--- src/rtl/scope_pkg.sv ---
// Shared types and default constants for the scope acquisition sequencer.
//   acq_state_t : sequencer states IDLE -> START -> WAIT_DONE -> STOP -> HOLDOFF
//   DEF_*       : default parameter values used by acq_controller
package scope_pkg;

    typedef enum logic [2:0] {
        IDLE,
        START,
        WAIT_DONE,
        STOP,
        HOLDOFF
    } acq_state_t;

    localparam int          DEF_NUM_CH       = 2;
    localparam int          DEF_HOLDOFF_W    = 16;
    localparam int          DEF_TIMEOUT_W    = 24;
    localparam int unsigned DEF_AUTO_TIMEOUT = 1_000_000;
    localparam int          DEF_CNT_W        = 16;

endpackage

--- src/rtl/acq_controller_if.sv ---
// Start/stop handshake bundle between the acquisition sequencer and the
// capture/trigger engines.
//   o_start      : per-channel start request (sequencer -> engines)
//   i_busy       : per-channel capture in progress (engines -> sequencer)
//   i_done       : per-channel capture complete level (engines -> sequencer)
//   o_stop       : completion acknowledge, broadcast to all channels
//   o_force_trig : one-cycle forced-trigger pulse to the trigger engines
// Modports: master = sequencer side, slave = engine side.
interface acq_controller_if #(
    parameter int NUM_CH = 2
);
    logic [NUM_CH-1:0] o_start;
    logic [NUM_CH-1:0] i_busy;
    logic [NUM_CH-1:0] i_done;
    logic              o_stop;
    logic              o_force_trig;

    modport master (
        output o_start, o_stop, o_force_trig,
        input  i_busy, i_done
    );

    modport slave (
        input  o_start, o_stop, o_force_trig,
        output i_busy, i_done
    );
endinterface

--- src/rtl/btn_edge.sv ---
// Registered rising-edge detector for a debounced button level.
//   i_clk, i_rst : clock and synchronous active-high reset
//   i_lvl        : debounced button level
//   o_pulse      : registered one-cycle pulse, high after the edge that first
//                  samples i_lvl high
module btn_edge (
    input  logic i_clk,
    input  logic i_rst,
    input  logic i_lvl,
    output logic o_pulse
);
    logic lvl_q;

    always_ff @(posedge i_clk) begin
        if (i_rst) begin
            lvl_q   <= 1'b0;
            o_pulse <= 1'b0;
        end else begin
            lvl_q   <= i_lvl;
            o_pulse <= i_lvl & ~lvl_q;
        end
    end
endmodule

--- src/rtl/acq_controller.sv ---
// Multi-channel acquisition sequencer: turns RUN/STOP and SINGLE buttons into
// start/stop handshakes for NUM_CH capture engines run in lockstep, with a
// programmable post-acquisition holdoff and a completed-acquisition counter.
// Optional feature macro: ACQ_AUTO_TRIG_EN builds the auto-trigger timeout
// (forced trigger after AUTO_TIMEOUT cycles in WAIT_DONE when i_auto = 1);
// without it o_force_trig is tied low and i_auto is ignored.
// Ports:
//   i_clk, i_rst     : clock, synchronous active-high reset
//   i_run_stop       : RUN/STOP level, each rising edge toggles continuous run
//   i_single         : SINGLE level, rising edge requests one acquisition, cancels run
//   i_auto           : 1 = auto trigger mode, 0 = normal
//   i_ch_en          : channel enable mask, latched on entry to START
//   i_holdoff        : idle cycles after each acquisition, latched on STOP exit
//   cap (master)     : o_start / i_busy / i_done / o_stop / o_force_trig handshake
//   o_running        : run set, single pending, or sequencer not idle
//   o_acq_cnt        : completed acquisitions, wraps
module acq_controller
    import scope_pkg::*;
#(
    parameter int          NUM_CH       = DEF_NUM_CH,
    parameter int          HOLDOFF_W    = DEF_HOLDOFF_W,
    parameter int          TIMEOUT_W    = DEF_TIMEOUT_W,
    parameter int unsigned AUTO_TIMEOUT = DEF_AUTO_TIMEOUT,
    parameter int          CNT_W        = DEF_CNT_W
) (
    input  logic                 i_clk,
    input  logic                 i_rst,
    input  logic                 i_run_stop,
    input  logic                 i_single,
    input  logic                 i_auto,
    input  logic [NUM_CH-1:0]    i_ch_en,
    input  logic [HOLDOFF_W-1:0] i_holdoff,
    acq_controller_if.master     cap,
    output logic                 o_running,
    output logic [CNT_W-1:0]     o_acq_cnt
);
    logic rs_p;
    logic sg_p;

    btn_edge u_rs_edge (.i_clk(i_clk), .i_rst(i_rst), .i_lvl(i_run_stop), .o_pulse(rs_p));
    btn_edge u_sg_edge (.i_clk(i_clk), .i_rst(i_rst), .i_lvl(i_single),   .o_pulse(sg_p));

    acq_state_t           state_q, state_d;
    logic                 run_q, run_d;
    logic                 pend_q, pend_d;
    logic [NUM_CH-1:0]    mask_q, mask_d;
    logic [NUM_CH-1:0]    start_q, start_d;
    logic                 stop_q, stop_d;
    logic                 running_q, running_d;
    logic [CNT_W-1:0]     cnt_q, cnt_d;
    logic [HOLDOFF_W-1:0] hold_q, hold_d;
    logic                 all_busy, all_done, none_done;

    // Disabled channels are forced to "agree" so they never block a transition.
    assign all_busy  = ((cap.i_busy & mask_q) == mask_q);
    assign all_done  = ((cap.i_done & mask_q) == mask_q);
    assign none_done = ((cap.i_done & mask_q) == '0);

`ifdef ACQ_AUTO_TRIG_EN
    localparam logic [TIMEOUT_W-1:0] TO_LAST = TIMEOUT_W'(AUTO_TIMEOUT - 1);
    logic [TIMEOUT_W-1:0] to_q, to_d;
    logic                 fired_q, fired_d;
    logic                 force_q, force_d;
`else
    localparam int unused_timeout_cfg = TIMEOUT_W + int'(AUTO_TIMEOUT);
    logic unused_auto;
    assign unused_auto = i_auto;
`endif

    always_comb begin
        state_d = state_q;
        run_d   = run_q;
        pend_d  = pend_q;
        mask_d  = mask_q;
        cnt_d   = cnt_q;
        hold_d  = hold_q;

        case (state_q)
            IDLE: begin
                // An empty enable mask keeps the request pending until a channel is enabled.
                if ((run_q | pend_q) && (i_ch_en != '0)) begin
                    state_d = START;
                    mask_d  = i_ch_en;
                    pend_d  = 1'b0;
                end
            end
            START: begin
                if (all_busy) state_d = WAIT_DONE;
            end
            WAIT_DONE: begin
                if (all_done) state_d = STOP;
            end
            STOP: begin
                if (none_done) begin
                    state_d = HOLDOFF;
                    cnt_d   = cnt_q + CNT_W'(1);
                    hold_d  = i_holdoff;
                end
            end
            HOLDOFF: begin
                if (hold_q == '0) state_d = IDLE;
                else              hold_d  = hold_q - HOLDOFF_W'(1);
            end
            default: state_d = IDLE;
        endcase

        // Button pulses only change the request flags; an acquisition in flight always completes.
        if (sg_p) begin
            run_d  = 1'b0;
            pend_d = 1'b1;
        end else if (rs_p) begin
            run_d = ~run_q;
        end

        // Outputs are decoded from next-state so they switch on the transition edge.
        start_d   = (state_d == START) ? mask_d : '0;
        stop_d    = (state_d == STOP);
        running_d = run_d | pend_d | (state_d != IDLE);

`ifdef ACQ_AUTO_TRIG_EN
        to_d    = to_q;
        fired_d = fired_q;
        if (state_q == START) begin
            to_d    = '0;
            fired_d = 1'b0;
        end else if ((state_q == WAIT_DONE) && (to_q != '1)) begin
            to_d = to_q + TIMEOUT_W'(1);
        end
        force_d = (state_d == WAIT_DONE) && (to_d == TO_LAST) && i_auto && !fired_d;
        if (force_d) fired_d = 1'b1;
`endif
    end

    always_ff @(posedge i_clk) begin
        if (i_rst) begin
            state_q   <= IDLE;
            run_q     <= 1'b0;
            pend_q    <= 1'b0;
            start_q   <= '0;
            stop_q    <= 1'b0;
            running_q <= 1'b0;
            cnt_q     <= '0;
            hold_q    <= '0;
        end else begin
            state_q   <= state_d;
            run_q     <= run_d;
            pend_q    <= pend_d;
            start_q   <= start_d;
            stop_q    <= stop_d;
            running_q <= running_d;
            cnt_q     <= cnt_d;
            hold_q    <= hold_d;
        end
    end

    // The mask is only consulted after it has been latched on START entry.
    always_ff @(posedge i_clk) begin
        mask_q <= mask_d;
    end

`ifdef ACQ_AUTO_TRIG_EN
    always_ff @(posedge i_clk) begin
        if (i_rst) begin
            to_q    <= '0;
            fired_q <= 1'b0;
            force_q <= 1'b0;
        end else begin
            to_q    <= to_d;
            fired_q <= fired_d;
            force_q <= force_d;
        end
    end
    assign cap.o_force_trig = force_q;
`else
    assign cap.o_force_trig = 1'b0;
`endif

    assign cap.o_start = start_q;
    assign cap.o_stop  = stop_q;
    assign o_running   = running_q;
    assign o_acq_cnt   = cnt_q;
endmodule
--- src/flat_wrapper.sv ---
// flat-port wrapper written by rule: the top's interface ports become plain ports
module acq_controller_flat import scope_pkg::*;
#(
    parameter int          NUM_CH       = DEF_NUM_CH,
    parameter int          HOLDOFF_W    = DEF_HOLDOFF_W,
    parameter int          TIMEOUT_W    = DEF_TIMEOUT_W,
    parameter int unsigned AUTO_TIMEOUT = DEF_AUTO_TIMEOUT,
    parameter int          CNT_W        = DEF_CNT_W
)
  (i_clk, i_rst, i_run_stop, i_single, i_auto, i_ch_en, i_holdoff, o_running, o_acq_cnt, cap_o_start, cap_o_stop, cap_o_force_trig, cap_i_busy, cap_i_done);
  acq_controller_if #(.NUM_CH(NUM_CH)) cap_i ();
  input  logic i_clk;
  input  logic i_rst;
  input  logic i_run_stop;
  input  logic i_single;
  input  logic i_auto;
  input  logic [NUM_CH-1:0] i_ch_en;
  input  logic [HOLDOFF_W-1:0] i_holdoff;
  output logic o_running;
  output logic [CNT_W-1:0] o_acq_cnt;
  output wire logic [$bits(cap_i.o_start)-1:0] cap_o_start;
  output wire logic [$bits(cap_i.o_stop)-1:0] cap_o_stop;
  output wire logic [$bits(cap_i.o_force_trig)-1:0] cap_o_force_trig;
  input wire logic [$bits(cap_i.i_busy)-1:0] cap_i_busy;
  input wire logic [$bits(cap_i.i_done)-1:0] cap_i_done;
  assign cap_o_start = cap_i.o_start;
  assign cap_o_stop = cap_i.o_stop;
  assign cap_o_force_trig = cap_i.o_force_trig;
  assign cap_i.i_busy = cap_i_busy;
  assign cap_i.i_done = cap_i_done;
  acq_controller #(.NUM_CH(NUM_CH), .HOLDOFF_W(HOLDOFF_W), .TIMEOUT_W(TIMEOUT_W), .AUTO_TIMEOUT(AUTO_TIMEOUT), .CNT_W(CNT_W)) u_core (.i_clk(i_clk), .i_rst(i_rst), .i_run_stop(i_run_stop), .i_single(i_single), .i_auto(i_auto), .i_ch_en(i_ch_en), .i_holdoff(i_holdoff), .cap(cap_i), .o_running(o_running), .o_acq_cnt(o_acq_cnt));
endmodule
--- config.mk ---
export PLATFORM = sky130hd
export DESIGN_NAME = acq_controller_flat
export DESIGN_NICKNAME = d
export VERILOG_FILES = /design/src/rtl/scope_pkg.sv /design/src/rtl/acq_controller_if.sv /design/src/rtl/btn_edge.sv /design/src/rtl/acq_controller.sv /design/src/flat_wrapper.sv
export SDC_FILE = /design/constraint.sdc
export NUM_CORES = 1
export LEC_CHECK = 0
export BUFFER_PORTS_ARGS = -buffer_cell sky130_fd_sc_hd__buf_2
export CAP_MARGIN = 40
export CORE_MARGIN = 2
export CORE_UTILIZATION = 55
export CTS_BUF_LIST = sky130_fd_sc_hd__clkbuf_2 sky130_fd_sc_hd__clkbuf_4 sky130_fd_sc_hd__clkbuf_8
export DETAILED_ROUTE_END_ITERATION = 8
export GPL_TIMING_DRIVEN = 1
export PLACE_DENSITY = 0.8
export SLEW_MARGIN = 20
export SYNTH_ARGS = -nofsm -noshare
export SYNTH_HDL_FRONTEND = slang
export SYNTH_SLANG_ARGS = --single-unit
--- constraint.sdc ---
create_clock -name i_clk -period 4.3 [get_ports i_clk]
set_clock_uncertainty 0.05 [all_clocks]
set_input_delay 0.215 -clock i_clk [delete_from_list [all_inputs] [get_ports i_clk]]
set_output_delay 0.215 -clock i_clk [all_outputs]
set_load 0.05 [all_outputs]
==> metrics.cfg, run 1 <==
[power_and_ir_drop]
pwr-share-seq_pct=50.9
power_density_nw_per_um2=350
p_leak_nw=1.14
clock_power_share_pct=34.7
ir_drop_worst_vdd_mv=0.210
combinational_share_of_power_pct=14.4
p_int_uw=688
sw_frac_of_total_pct=27.6
switchingPower_uw=262
p_total_uw=950

[cells_and_area]
layout_commonest_cell=dfxtp_1
finish.net_count=345
drive_above_1_share_pct=21.5
final_core_utilization_pct=66.8
antennaDiodeCount=0
mostFrequentLayoutCells=47 x dfxtp_1, 45 x buf_2, 29 x nand2_1
area.growth.synth_to_final_pct=14.5

[worst_setup_path]
path_cells=nor3b_4, o22ai_2, buf_8, a211o_1, a21oi_1
setup.reg_to_reg.worst_slack_ns=2.06
critical_path.slowest_cell=nor3b_4
worst_setup_path_endpoint=u_core.hold_q[1]
worstReg2RegStart=u_core.state_q[2]
data_required_time_at_the_worst_endpoint_ns=4.48
worstSetupStartpointType=flip-flop
critical_path_arrival_ns=2.42
critPathCaptureType=flip-flop
worstReg2RegEnd=u_core.hold_q[1]
worstSetupPathDepth=5
worst_setup_path_startpoint=u_core.state_q[2]
critPathMaxStageDelay_ns=0.72
peak_fanout_along_the_critical_path=18
path_buf_inv=1
path_class=reg -> reg
r2r.worst_path.cells=5
path_delay_family=simple AND/OR/NAND/NOR gates

[route]
drt_wl_total_um=5000
viasPerCell=5.83
detail-route-antenna-nets=0
post_drt_wl_per_cell_um=13.6
drc=0
routed-via-count=2140
drt_first_iter_violations=159
drt_first_pass_iters=4

[global_routing]
number_of_antenna_violations_at_the_first_check_in_global_routing=0
global_route.overflow_total=0
grt_first_pass_wirelength_um=8560
grt_start_max_net_pins=43
grt_use_total_pct=21.2
first_global_vias=1966

[place]
half_perimeter_wire_length_after_detailed_placement_um=3480
gp_congestion=0.825
place.port_buffers=45

[clock_tree]
insertion_delay_ns=0.30
cts-htree-levels=2
clock_pin_transition_on_the_worst_setup_and_hold_timing_paths_ns=0.09
cts.path.max_buffers=2
cts_root_buffer=clkbuf_8
cts_sinks=47
post-cts-setup-buffer-count=0
tritoncts=yes
ctsHoldBuffers=0
tritoncts.num_buffers=5
cts-resized-gates=0

[synthesis]
ys.warnings.count=0
synth_sequential_area_ratio_pct=39.7
synthXorXnorAreaFrac_pct=5.18
synth_cell_type_count=61
synthesized_netlist_net_count=308
number_of_enable_flip_flop_cells_after_synthesis=0
synth.area.mux_share_pct=0.951
top_area_cell_type_share_of_the_netlist_area_pct=39.7
synth_top_cells_by_area=dfxtp_1 40%, a21oi_1 4.7%, nand2_1 4.6%
synth_top_cell_by_area=dfxtp_1
postSynth.asyncResetShare_pct=0
synth_simple_gate_area_share_pct=28.6
synthesis.instances=279
synth_fa_ha_area_share_pct=1.06
synthesis.area_per_instance_um2=8.48
synth_compound_area_share_pct=19.7
synthesis.area_um2=2370
postSynthRegisterBits=47
synth_top_family_by_area=simple AND/OR/NAND/NOR gates
postSynth.topFlopCell=dfxtp_1

[floorplan]
rows=23
die-width_um=69.6
top_level_pins=48
die_h_um=69.6
core-area_um2=4060
die_area_um2=4840
start_util_pct=58.3

[hold_path]
hp-class=in -> reg
worst_hold_path.num_cells=2

[timing]
fin_hold_ws_ns=0.0994
slew_viol_final=0
timing.final.crit_share_pct=52.0
setup_viol=0
slew-limit-headroom_pct=48.0
fin_crit_ns=2.24
hold_violations=0
tightest_slew_ns=0.779
setup_tns_ns=0
grt_setup_unrepaired=false
fmax_ghz=0.447

[status]
outcome=finished clean

[flow_run]
cap_violations=0

worst reg2reg max path, stage by stage (launching register included):
cell	delay [ns]
dfxtp_1	0.49
nor3b_4	0.72
o22ai_2	0.28
buf_8	0.23
a211o_1	0.27
a21oi_1	0.13
kinds of logic (layout without fill, tap and decap cells):
logic type               Yosys count  count (layout)
AND/OR/NAND/NOR                  119             119
AO/OA/AOI/OAI                     69              69
flip-flops                        47              47
buffers and inverters             25              63
XOR/XNOR                          14              14
adder cells (fa/ha/maj)            2               2
multiplexers                       2               2
other                              1               1
synthesized netlist by cell type (all sizes together) (2+ instances only):
cell type,count
dfxtp,47
nand2,29
nor2,25
a21oi,22
nor3,12
o21ai,10
clkbuf,9
inv,9
nand3,9
xor2,8
buf,7
xnor2,6
a21o,5
nor2b,5
nor4,5
and3,4
nand4,4
or3,4
a221oi,3
a22oi,3
nand3b,3
nor3b,3
o211ai,3
o21a,3
o32ai,3
or3b,3
a211o,2
a211oi,2
a22o,2
a31oi,2
and2,2
and4b,2
ha,2
mux2,2
nand2b,2
nand4b,2
o22ai,2
or4,2
routing by layer:
layer / global-route usage (%) / vias up / share of wire (%)
met5: 0 / - / 0
met4: 4.79 / 0 / 0.72
met3: 4.80 / 7 / 5.6
met2: 36.3 / 63 / 48
met1: 27.1 / 991 / 46
li1: - / 1079 / -
area by class of cell:
| class | count | area (um2) |
|---|---|---|
| fill | 337 | 1350 |
| multi-input combinational | 207 | 1320 |
| sequential | 47 | 941 |
| timing repair buffer | 46 | 240 |
| clock buffer | 5 | 68.8 |
| tap | 50 | 62.6 |
| clock inverter | 3 | 46.3 |
| inverter | 9 | 33.8 |
power groups by stage:
| stage | Combinational, mW | Clock (mW) | Sequential [mW] |
|---|---|---|---|
| 2_1_floorplan | 0.0926 | 0 | 0.504 |
| 3_3_place_gp | 0.136 | 0 | 0.493 |
| 3_5_place_dp | 0.137 | 0 | 0.494 |
| 4_1_cts | 0.137 | 0.340 | 0.484 |
| 5_1_grt | 0.153 | 0.355 | 0.488 |
| 6_report | 0.137 | 0.330 | 0.484 |
sequential cells by signal, indices dropped and copies added (netlist names), 2 cells and up:
name	cells
u_core.hold_q	16
u_core.o_acq_cnt	16
u_core.state_q	3
u_core.cap.o_start	2
u_core.mask_q	2
worst min-delay path by stage:
stage	startpoint	endpoint	slack (ns)
2_1_floorplan	i_rst	u_core.u_rs_edge.lvl_q	0.24
3_3_place_gp	u_core.u_sg_edge.lvl_q	u_core.u_sg_edge.o_pulse	0.32
3_5_place_dp	u_core.u_rs_edge.lvl_q	u_core.u_rs_edge.o_pulse	0.33
4_1_cts	i_run_stop	u_core.u_rs_edge.lvl_q	0.09
5_1_grt	i_run_stop	u_core.u_rs_edge.lvl_q	0.11
6_report	i_run_stop	u_core.u_rs_edge.lvl_q	0.1
metrics by stage:
| stage | cells | cell area (um2) | setup slack, ns |
|---|---|---|---|
| global placement | 358 | 2580 | 1.86 |
| finish | 367 | 2710 | 2.06 |
| floorplan | 279 | 2370 | 2.43 |
| global route | 367 | 2710 | 1.83 |
| detailed placement | 359 | 2600 | 2.12 |
| CTS | 367 | 2710 | 2.08 |
Power figures use the tool's default switching activity.
==> run 2: changes to the inputs <==
--- a/config.mk
+++ b/config.mk
@@ -8,11 +8,11 @@
 export BUFFER_PORTS_ARGS = -buffer_cell sky130_fd_sc_hd__buf_2
 export CAP_MARGIN = 40
 export CORE_MARGIN = 2
-export CORE_UTILIZATION = 55
+export CORE_UTILIZATION = 51
 export CTS_BUF_LIST = sky130_fd_sc_hd__clkbuf_2 sky130_fd_sc_hd__clkbuf_4 sky130_fd_sc_hd__clkbuf_8
 export DETAILED_ROUTE_END_ITERATION = 8
 export GPL_TIMING_DRIVEN = 1
-export PLACE_DENSITY = 0.8
+export PLACE_DENSITY = 0.78
 export SLEW_MARGIN = 20
 export SYNTH_ARGS = -nofsm -noshare
 export SYNTH_HDL_FRONTEND = slang
==> constraint.sdc (replaced) <==
create_clock -name i_clk -period 1.9 [get_ports i_clk]
set_clock_uncertainty 0.05 [all_clocks]
set_input_delay 0.095 -clock i_clk [delete_from_list [all_inputs] [get_ports i_clk]]
set_output_delay 0.095 -clock i_clk [all_outputs]
set_load 0.05 [all_outputs]
==> run 2 against run 1 <==
Effect of this change: setup slack worse by 2.0 ns; largest power group unchanged; non-clock buffer count up 25; worst hold slack worse by 0.093 ns; critical endpoint is now u_core.hold_q[0]; first-iteration DRC count down 7.5%; final cell count up 7.4%.
==> metrics.cfg, run 2 (synthesis gave the netlist of run 1 again) <==
[clock_tree]
cts_sinks=47
clock_pin_transition_on_the_worst_setup_and_hold_timing_paths_ns=0.09
cts.path.max_buffers=2
insertion_delay_ns=0.30
cts-htree-levels=2
tritoncts.num_buffers=5
cts_root_buffer=clkbuf_8
tritoncts=yes

[floorplan]
start_util_pct=53.6
rows=24
core-area_um2=4410
top_level_pins=48
die_h_um=72.1
die_area_um2=5200
die-width_um=72.1

[worst_setup_path]
worstSetupStartpointType=flip-flop
peak_fanout_along_the_critical_path=5
data_required_time_at_the_worst_endpoint_ns=2.03
critical_path_arrival_ns=1.93
path_class=reg -> reg
critPathCaptureType=flip-flop

[timing]
fin_hold_ws_ns=0.00629
fin_crit_ns=1.80
hold_violations=0
setup_viol=0
slew_viol_final=0
setup_tns_ns=0
post-route-worst-setup-slack_ns=0.0973
timing.final.crit_share_pct=94.9
grt_setup_unrepaired=true
tightest_slew_ns=0.523
slew-limit-headroom_pct=65.1
fmax_ghz=0.555

[place]
place.port_buffers=45
gp_congestion=0.884
worst_setup_timing_slack_at_the_placement_stage_ns=0.0410
half_perimeter_wire_length_after_detailed_placement_um=3880

[global_routing]
number_of_antenna_violations_at_the_first_check_in_global_routing=0
first_global_vias=2065
grt_start_max_net_pins=28
grt_use_total_pct=22.0
grt_first_pass_wirelength_um=8990
global_route.overflow_total=0

[cells_and_area]
mostFrequentLayoutCells=45 x buf_2, 44 x dfxtp_1, 29 x nand2_1
drive_above_1_share_pct=28.1
layout_commonest_cell=buf_2
antennaDiodeCount=0
final_core_utilization_pct=66.4
area.growth.synth_to_final_pct=23.8
layout_fillers=357
finish.net_count=370

[route]
drc=0
viasPerCell=5.71
drt_wl_total_um=5440
post_drt_wl_per_cell_um=13.8
detail-route-antenna-nets=0
drt_first_pass_iters=4
drt_first_iter_violations=147
routed-via-count=2251

[hold_path]
hp-class=in -> reg

[flow_run]
cap_violations=0

[power_and_ir_drop]
p_total_mw=2.10
p_leak_nw=1.26
power_density_nw_per_um2=718
ir_drop_worst_vdd_mv=0.546

[status]
outcome=finished clean

[run 2: path summary, 6_finish.rpt]
kind                                        startpoint                       end  slack, ns  cells after the start
worst min register to register  u_core.u_rs_edge.lvl_q  u_core.u_rs_edge.o_pulse       0.34                      1
worst max-delay path                 u_core.hold_q[10]          u_core.hold_q[0]        0.1                      5
worst min-delay path                      i_holdoff[7]          u_core.hold_q[7]      0.006                      3
worst max register to register       u_core.hold_q[10]          u_core.hold_q[0]        0.1                      5
[run 2: routing by layer]
layer | global-route usage (%) | up-vias | share of wire, % | wire length, um
met1 | 27.0 | 1064 | 45 | 2430
met3 | 5.14 | 6 | 4.2 | 230
met5 | 0 | - | 0 | 0
li1 | - | 1129 | - | -
met4 | 10.5 | 0 | 1.4 | 74
met2 | 36.3 | 52 | 50 | 2700
[run 2: critical path: stages (launching register included)]
cell      delay, ns
dfxtp_1        0.34
or4_4          0.57
nor3_4         0.25
nand3_4        0.14
a221oi_4       0.25
nor3_2         0.06
[run 2: per-stage QoR]
stage / std cells / cell area, um2
6_report: 394 / 2930
5_1_grt: 394 / 2930
4_1_cts: 392 / 2880
3_5_place_dp: 381 / 2740
3_3_place_gp: 381 / 2740
2_1_floorplan: 279 / 2370
[run 2: power by group]
part           internal (mW)  switching (mW)  leakage, nW
registers               1.04          0.0428        0.383
clock network          0.331           0.329       0.0505
logic                  0.158           0.209        0.828
[run 2: layout make-up]
class                   count  area (um2)  share of cell area (%)
flip-flops and latches     47         947                    32.3
clock buffers               7        96.3                    3.29
well taps                  52        65.1                    2.22
inverters                   9        33.8                    1.15
clock inverters             1        7.51                   0.256
repair buffers             71         428                    14.6
multi-input cells         207        1350                    46.2
[run 2: timing repair]
| item | CTS | global route |
|---|---|---|
| endpoints found under the setup margin | 0 | 6 |
| resized for setup | 0 | 10 |
| hold endpoints to repair | 3 | 0 |
| buffers inserted | 0 | 2 |
| hold buffers | 3 | 0 |
